### src/rtl/instruction_fetch_unit_if.sv
// Fetch-unit bus: control-side start/redirect, instruction-memory read port and IR load outputs.
// The fetch unit takes the slave modport; the controller/memory side takes master.
interface instruction_fetch_unit_if;
    logic        start;
    logic        pc_write;
    logic [31:0] pc_next;
    logic        mem_ready;
    logic [31:0] mem_rdata;
    logic        mem_rd;
    logic [31:0] mem_addr;
    logic [31:0] ir_d;
    logic        ir_enable;
    logic [31:0] pc;
    logic [31:0] pc_plus4;
    logic        busy;
    logic        done;
    logic        fetch_err;
    logic        addr_err;

    modport slave (
        input  start, pc_write, pc_next, mem_ready, mem_rdata,
        output mem_rd, mem_addr, ir_d, ir_enable, pc, pc_plus4,
               busy, done, fetch_err, addr_err
    );

    modport master (
        output start, pc_write, pc_next, mem_ready, mem_rdata,
        input  mem_rd, mem_addr, ir_d, ir_enable, pc, pc_plus4,
               busy, done, fetch_err, addr_err
    );
endinterface

### src/rtl/instruction_fetch_unit.sv
// Multi-cycle fetch engine: IDLE -> REQ (wait for mem_ready, abort after WAIT_LIMIT) -> LOAD -> IDLE.
// start to ir_enable is 2 cycles plus one per memory wait cycle; start/pc_write ignored while busy.
module instruction_fetch_unit #(
    parameter logic [31:0] RESET_PC   = 32'h0000_0000,
    parameter int          WAIT_LIMIT = 15
) (
    input  logic                      clk,
    input  logic                      reset,
    instruction_fetch_unit_if.slave   bus
);

    typedef enum logic [1:0] {
        S_IDLE = 2'd0,
        S_REQ  = 2'd1,
        S_LOAD = 2'd2
    } state_t;

    localparam logic [7:0] WAIT_LAST = 8'(WAIT_LIMIT - 1);

    state_t      r_state;
    state_t      w_state_nxt;
    logic [31:0] r_pc;
    logic [31:0] r_ir;
    logic [7:0]  r_wait;
    logic        r_fetch_err;
    logic        r_addr_err;
    logic [31:0] w_pc_plus4;
    logic        w_timeout;
    logic        w_mem_rd;
    logic        w_ir_enable;
    logic        w_busy;

    assign w_pc_plus4 = r_pc + 32'd4;
    // Abort on the WAIT_LIMIT-th consecutive REQ cycle that sees no ready.
    assign w_timeout  = (r_state == S_REQ) && !bus.mem_ready && (r_wait == WAIT_LAST);

    always_ff @(posedge clk) begin
        if (reset) begin
            r_state <= S_IDLE;
        end else begin
            r_state <= w_state_nxt;
        end
    end

    always_comb begin
        w_state_nxt = r_state;
        case (r_state)
            S_IDLE: if (bus.start) w_state_nxt = S_REQ;
            S_REQ: begin
                if (bus.mem_ready)  w_state_nxt = S_LOAD;
                else if (w_timeout) w_state_nxt = S_IDLE;
            end
            S_LOAD:  w_state_nxt = S_IDLE;
            default: w_state_nxt = S_IDLE;
        endcase
    end

    always_comb begin
        w_mem_rd    = 1'b0;
        w_ir_enable = 1'b0;
        w_busy      = 1'b0;
        case (r_state)
            S_REQ: begin
                w_mem_rd = 1'b1;
                w_busy   = 1'b1;
            end
            S_LOAD: begin
                w_ir_enable = 1'b1;
                w_busy      = 1'b1;
            end
            default: ;
        endcase
    end

    always_ff @(posedge clk) begin
        if (reset) begin
            r_pc        <= RESET_PC;
            r_ir        <= 32'd0;
            r_wait      <= 8'd0;
            r_fetch_err <= 1'b0;
            r_addr_err  <= 1'b0;
        end else begin
            r_fetch_err <= w_timeout;
            r_addr_err  <= 1'b0;
            case (r_state)
                S_IDLE: begin
                    // Redirect lands at this edge, so a simultaneous start fetches the new PC.
                    if (bus.pc_write) begin
                        r_pc       <= {bus.pc_next[31:2], 2'b00};
                        r_addr_err <= |bus.pc_next[1:0];
                    end
                    if (bus.start) r_wait <= 8'd0;
                end
                S_REQ: begin
                    if (bus.mem_ready) r_ir   <= bus.mem_rdata;
                    else               r_wait <= r_wait + 8'd1;
                end
                S_LOAD:  r_pc <= w_pc_plus4;
                default: ;
            endcase
        end
    end

    assign bus.mem_rd    = w_mem_rd;
    assign bus.mem_addr  = r_pc;
    assign bus.ir_d      = r_ir;
    assign bus.ir_enable = w_ir_enable;
    assign bus.done      = w_ir_enable;
    assign bus.pc        = r_pc;
    assign bus.pc_plus4  = w_pc_plus4;
    assign bus.busy      = w_busy;
    assign bus.fetch_err = r_fetch_err;
    assign bus.addr_err  = r_addr_err;

endmodule

### src/flat_wrapper.sv
// flat-port wrapper written by rule: the top's interface ports become plain ports
module instruction_fetch_unit_flat 
#(
    parameter logic [31:0] RESET_PC   = 32'h0000_0000,
    parameter int          WAIT_LIMIT = 15
)
  (clk, reset, bus_start, bus_pc_write, bus_pc_next, bus_mem_ready, bus_mem_rdata, bus_mem_rd, bus_mem_addr, bus_ir_d, bus_ir_enable, bus_pc, bus_pc_plus4, bus_busy, bus_done, bus_fetch_err, bus_addr_err);
  instruction_fetch_unit_if bus_i ();
  input  logic clk;
  input  logic reset;
  input wire logic [$bits(bus_i.start)-1:0] bus_start;
  input wire logic [$bits(bus_i.pc_write)-1:0] bus_pc_write;
  input wire logic [$bits(bus_i.pc_next)-1:0] bus_pc_next;
  input wire logic [$bits(bus_i.mem_ready)-1:0] bus_mem_ready;
  input wire logic [$bits(bus_i.mem_rdata)-1:0] bus_mem_rdata;
  output wire logic [$bits(bus_i.mem_rd)-1:0] bus_mem_rd;
  output wire logic [$bits(bus_i.mem_addr)-1:0] bus_mem_addr;
  output wire logic [$bits(bus_i.ir_d)-1:0] bus_ir_d;
  output wire logic [$bits(bus_i.ir_enable)-1:0] bus_ir_enable;
  output wire logic [$bits(bus_i.pc)-1:0] bus_pc;
  output wire logic [$bits(bus_i.pc_plus4)-1:0] bus_pc_plus4;
  output wire logic [$bits(bus_i.busy)-1:0] bus_busy;
  output wire logic [$bits(bus_i.done)-1:0] bus_done;
  output wire logic [$bits(bus_i.fetch_err)-1:0] bus_fetch_err;
  output wire logic [$bits(bus_i.addr_err)-1:0] bus_addr_err;
  assign bus_i.start = bus_start;
  assign bus_i.pc_write = bus_pc_write;
  assign bus_i.pc_next = bus_pc_next;
  assign bus_i.mem_ready = bus_mem_ready;
  assign bus_i.mem_rdata = bus_mem_rdata;
  assign bus_mem_rd = bus_i.mem_rd;
  assign bus_mem_addr = bus_i.mem_addr;
  assign bus_ir_d = bus_i.ir_d;
  assign bus_ir_enable = bus_i.ir_enable;
  assign bus_pc = bus_i.pc;
  assign bus_pc_plus4 = bus_i.pc_plus4;
  assign bus_busy = bus_i.busy;
  assign bus_done = bus_i.done;
  assign bus_fetch_err = bus_i.fetch_err;
  assign bus_addr_err = bus_i.addr_err;
  instruction_fetch_unit #(.RESET_PC(RESET_PC), .WAIT_LIMIT(WAIT_LIMIT)) u_core (.clk(clk), .reset(reset), .bus(bus_i));
endmodule
### config.mk
export PLATFORM = sky130hd
export DESIGN_NAME = instruction_fetch_unit_flat
export DESIGN_NICKNAME = d
export VERILOG_FILES = /design/src/rtl/instruction_fetch_unit_if.sv /design/src/rtl/instruction_fetch_unit.sv /design/src/flat_wrapper.sv
export SDC_FILE = /design/constraint.sdc
export NUM_CORES = 1
export LEC_CHECK = 0
export BUFFER_PORTS_ARGS = -buffer_cell sky130_fd_sc_hd__buf_2
export CAP_MARGIN = 20
export CORE_MARGIN = 1.5
export CORE_UTILIZATION = 25
export DETAILED_ROUTE_END_ITERATION = 12
export GPL_TIMING_DRIVEN = 0
export HOLD_SLACK_MARGIN = 0.06
export MAX_ROUTING_LAYER = met4
export PLACE_DENSITY = 0.59
export SLEW_MARGIN = 5
export SYNTH_ARGS = -nofsm -noshare
export SYNTH_HDL_FRONTEND = slang
export SYNTH_SLANG_ARGS = --single-unit
### constraint.sdc
create_clock -name clk -period 2.1 [get_ports clk]
set_input_delay 0.21 -clock clk [delete_from_list [all_inputs] [get_ports clk]]
set_output_delay 0.21 -clock clk [all_outputs]
set_load 0.02 [all_outputs]
# Yosys cells after proc, flatten, opt, wreduce, memory -nomap -nowiden
# Cells that the tools add are included.
dict set report op_classes {
  n_reduce_logical 13
  n_div 0
  multipliers 0
  eq_ne 7
  bitwise 2
  magnitude_cmp 0
  muxes 12
  n_shift 0
  add_sub_neg 2
}
# op n
set ops {}
lappend ops {{$pmux W32 S2} 1}
lappend ops {{$add A32 B3 Y32 const B} 1}
lappend ops {{$mux W32} 1}
lappend ops {{$mux W8} 2}
lappend ops {{$pmux W8 S2} 1}
lappend ops {{$add A8 B1 Y8 const B} 1}
lappend ops {{$eq A8 B4 Y1 const B} 1}
lappend ops {{$mux W2} 3}
lappend ops {{$ne A2 B2 Y1 const B} 3}
lappend ops {{$reduce_and A2 Y1} 3}
lappend ops {{$pmux W2 S2} 1}
lappend ops {{$reduce_bool A2 Y1} 2}
lappend ops {{$reduce_or A2 Y1} 2}
lappend ops {{$mux W1} 3}
lappend ops {{$ne A3 B2 Y1 const B} 1}
lappend ops {{$reduce_and A3 Y1} 1}
lappend ops {{$reduce_or A3 Y1} 1}
lappend ops {{$eq A2 B1 Y1 const B} 1}
lappend ops {{$eq A2 B2 Y1 const B} 1}
lappend ops {{$logic_and A1 B1 Y1} 2}
lappend ops {{$logic_not A2 Y1} 1}
lappend ops {{$not A1 Y1} 2}
lappend ops {{$logic_not A1 Y1} 1}
dict set report totals {
  ram_bits 0
  elab_cells 42
  romBits 0
  regBits 76
  output_inout_bits 134
  latch_bits 0
  inputBits 69
  mem_count 0
}

# Depth between registers and ports, before layout
dict set report logic_depth {
  word_depth 6
  ltp_mapped 8
  depth_no_buf 7
}

# Worst setup path before layout
# No wires, ideal clock.
dict set report synth_path {
  path_type {flip-flop to output port}
  start {reg u_core.r_pc[2], in the netlist u_core.bus.mem_addr[2]}
  end {out bus_pc_plus4[20]}
  setup_slack_ps -182
  path_buffers 1
  required_time_ps 1890
  arrival_ps 2072
  path_stages_with_launch 7
  path_cell_list {dfxtp_1 -> ha_1 -> and3_2 -> buf_2 -> nand3_1 -> nor3_1 -> xor2_1}
}
dict set report synth_via {
  elab_chain_len 1
}
# element line_no
set synth_rtl {}
lappend synth_rtl {{start, declared} instruction_fetch_unit.sv:22} ;# logic [31:0] r_pc;
lappend synth_rtl {{start signal, assigned} instruction_fetch_unit.sv:89} ;# r_pc <= {bus.pc_next[31:2], 2'b00};
lappend synth_rtl {{start signal, assigned} instruction_fetch_unit.sv:98} ;# S_LOAD: r_pc <= w_pc_plus4;
lappend synth_rtl {{$add A32 B3 Y32} instruction_fetch_unit.sv:33} ;# assign w_pc_plus4 = r_pc + 32'd4;
lappend synth_rtl {{end, declared} flat_wrapper.sv:21} ;# output wire logic [$bits(bus_i.pc_plus4)-1:0] bus_pc_plus4;
# No other way between the ends.

# Worst setup path in the final report
dict set report layout_path {
  start {reg u_core.r_pc[2], in the netlist u_core.bus.mem_addr[2]}
  end {out bus_pc_plus4[22]}
}
# The elaborated chain is that of the path after synthesis.

==> results.md <==
* Status: finished with violations
* Failing checks: setup timing
* Async S/R FF share, synth at 0%
* CP startpoint: u_core.bus.mem_addr[2]
* Final setup margin at -6.57 ps
* Die height at 132 µm
* Synthesized cell area at 4180 µm²
* Slowest stage delay, CP at 370 ps
* Synth Register Bits at 74
* Netlist cell types at 46
* Wire length per cell at 15.2 µm
* Seq/Total Area, Yosys at 35.5%
* Final period utilization at 100%
* CP Class: reg -> out
* Most used DFF post-synth: dfxtp_1
* Fin Setup TNS at -6.57 ps
* RSZ-0062 raised after global routing: true
* Hold Vio Cnt, Final at 0
* Detail Placement HPWL at 11,100 µm
* Max-cap violations at 0
* Sink Count at 74
* WL final at 16,000 µm
* Hold/Removal Path Class: in -> reg
* CTS Buffer Depth at 2
* # DRC at 0
* Drt first-iter violations at 238
* Antenna-violating nets left at 0
* Total core area at 16,500 µm²
* Critical path fanouts, max at 8
* Dpl cell area at 5470 µm²
* First-pass iteration count of the detailed router at 5
* Register share of total power at 34.0%
* Number of enable flip-flop cells after synthesis at 0
* Initial cell density of the core at 25.4%
* Overflow after GRT at 0
* Worst relative slew slack at 54.5%
* Fmax at 475 MHz
* First-pass GRT wire length at 23,900 µm
* Leakage power at 3.28 nW
* VDD IR max at 456 µV
* I/O Pins at 203
* CTS tree: built
* Endpoints failing setup at 1
* Int Pwr at 3.27 mW
* Row count at 47
* Overall power at 4.76 mW
* Cell Pwr Density at 700 nW/µm²
* Vias in the first global route at 4,463
* Gate count of the mapped netlist at 549
* CP endpoint kind: output pin
* Critical R2R Launch: u_core.r_state[0]
* Clock network power share at 39.2%
* Logic pwr share at 26.8%
* Syn avg cell area at 7.61 µm²
* Die area at 17,500 µm²
* TritonCTS Buffers at 9
* GPL Wtd Cong at 0.768
* Ys Warns at 0
* Crit path time final at 2110 ps
* Worst R2R Setup Slack at 120 ps
* Layout Area Growth over Synthesis at 63.0%
* Gr usage total at 17.8%
* Required @ worst endpoint at 1890 ps
* Min-delay src: bus_mem_ready
* Post-layout instance area at 6810 µm²
* H-tree Lvls at 3
* IO Port Bufs at 195
* Final non-filler cell total at 1,050
* Sw Pwr at 1.49 mW
* Initial antenna violation count at 6
* Clock transition at path regs at 60 ps
* CP max stage cell: dfxtp_4
* Placed insts at 969
* CTS Root Cell: clkbuf_16
* Slew Limit Fails at 0
* Routed via count at 4,942
* Worst Max-Slew Pin Slew at 683 ps
* Layout filler cell count at 1,707
* Die width at 132 µm
* Fin nets at 894
* Largest net degree at the start of global routing at 13
* Layout cells sized above 1 at 49.6%
* Sw Ratio at 31.4%
* Dpl ws at -497 ps
* Worst-Skew Late Latency at 340 ps
* Clock skew at 14.1 ps
* Worst path arrival time at 1900 ps
* Worst setup SP type: flip-flop
* Cells along the critical path: ha_4 -> and3_4 -> nand3_4 -> o21a_1 -> or2_4 -> buf_6
* Vias per inst at 4.71
-- power by group through the flow --
stage / clock [mW] / combinational (mW) / sequential (mW)
6_report: 1.87 / 1.28 / 1.62
3_5_place_dp: 0 / 1.10 / 1.65
3_3_place_gp: 0 / 1.10 / 1.64
4_1_cts: 1.89 / 1.19 / 1.62
5_1_grt: 1.95 / 1.38 / 1.63
2_1_floorplan: 0 / 0.633 / 1.72
-- cell type report --
| class | instances | area [µm²] | share of cell area [%] |
|---|---|---|---|
| Multi-Input combinational cell | 395 | 2570 | 37.8 |
| Sequential cell | 74 | 1570 | 23.0 |
| Timing Repair Buffer | 261 | 1550 | 22.7 |
| Buffer | 67 | 439 | 6.45 |
| Tap cell | 220 | 275 | 4.04 |
| Clock buffer | 11 | 253 | 3.71 |
| Clock inverter | 5 | 100 | 1.47 |
| Inverter | 11 | 41.3 | 0.607 |
| Antenna cell | 6 | 15.0 | 0.221 |
-- stage by stage --
step	utilization [%]	hold WS, ps
detailed placement	33.2	445
global placement	33.2	438
global route	41.3	95.3
floorplan	-	286
CTS	38.7	89.9
finish	41.3	99.3
-- path summary, 6_finish.rpt --
kind                            cells past startpoint                      end
worst max-delay path                                6         bus_pc_plus4[22]
worst min-delay path                                2     u_core.bus.fetch_err
worst max register to register                      8  u_core.bus.mem_addr[23]
worst min register to register                      2      u_core.bus.ir_d[31]
-- flip-flops by register name (all words and copies together) (netlist names) --
register and count:
u_core.r_state 2, u_core.bus.addr_err 1, u_core.bus.mem_addr 30, u_core.r_wait 8
u_core.bus.ir_d 32, u_core.bus.fetch_err 1
-- cells in the mapped netlist, drive strengths merged (5+ instances only) --
library cell,n,share of area (%)
a21oi,58,7.0
o21a,8,1.4
and3,13,2.0
nand4,11,1.9
inv,11,0.99
ha,6,1.8
nor2b,6,0.90
nor4,8,1.6
a31oi,8,1.2
a211oi,6,1.1
xor2,14,2.9
dfxtp,74,35
and4,5,1.1
nor2,31,2.8
buf,52,8.3
nor3,28,3.6
xnor2,20,4.2
clkbuf,22,2.0
o211ai,5,0.90
o21ai,12,1.4
nand2,96,8.7
nand3,18,2.2
-- per-layer routing --
layer	up-vias	GRT usage [%]	share of wire, %
met1	2303	21.8	43
met5	-	-	0
met2	214	27.9	48
met3	14	5.04	7.2
met4	0	6.47	1.2
li1	2411	-	-
-- logic make-up after synthesis --
logic type / count (synthesis) / synth area share [%]
flip-flops: 74 / 35.5
multiplexers: 3 / 0.719
adder cells (fa/ha/maj): 6 / 1.80
other: 1 / 0.0898
AND/OR/NAND/NOR: 234 / 27.7
AO/OA/AOI/OAI: 112 / 15.8
buffers and inverters: 85 / 11.2
XOR/XNOR: 34 / 7.13
-- worst max-delay path, delay by kind of cell, from the launching register on --
family,cells,cell delay (ps)
AOI/OAI and AO/OA,1,240
adders and majority gates,1,140
buffers and inverters,1,130
DFF,1,370
and+or+nand+nor,3,680
-- repair_timing --
action,CTS,global route
resized for setup,104,65
hold buffers,0,0
setup endpoints to repair,60,48
setup buffers,30,36
endpoints found under the hold margin,0,0
pin swaps,22,30
-- layout by cell type, fill, tap and decap left out, types with 11 or more instances in the layout --
master | netlist | final
xnor2_1 | 20 | 14
o21ai_0 | 12 | 11
buf_2 | 9 | 179
dfxtp_4 | 0 | 20
a21oi_1 | 58 | 58
nor3_1 | 27 | 23
buf_6 | 0 | 11
inv_1 | 11 | 11
buf_4 | 37 | 113
xor2_1 | 14 | 12
nand2_1 | 95 | 88
nand3_1 | 18 | 12
nor2_1 | 31 | 25
and3_1 | 12 | 11
dfxtp_1 | 74 | 47
(Power assumes the default switching activity.)
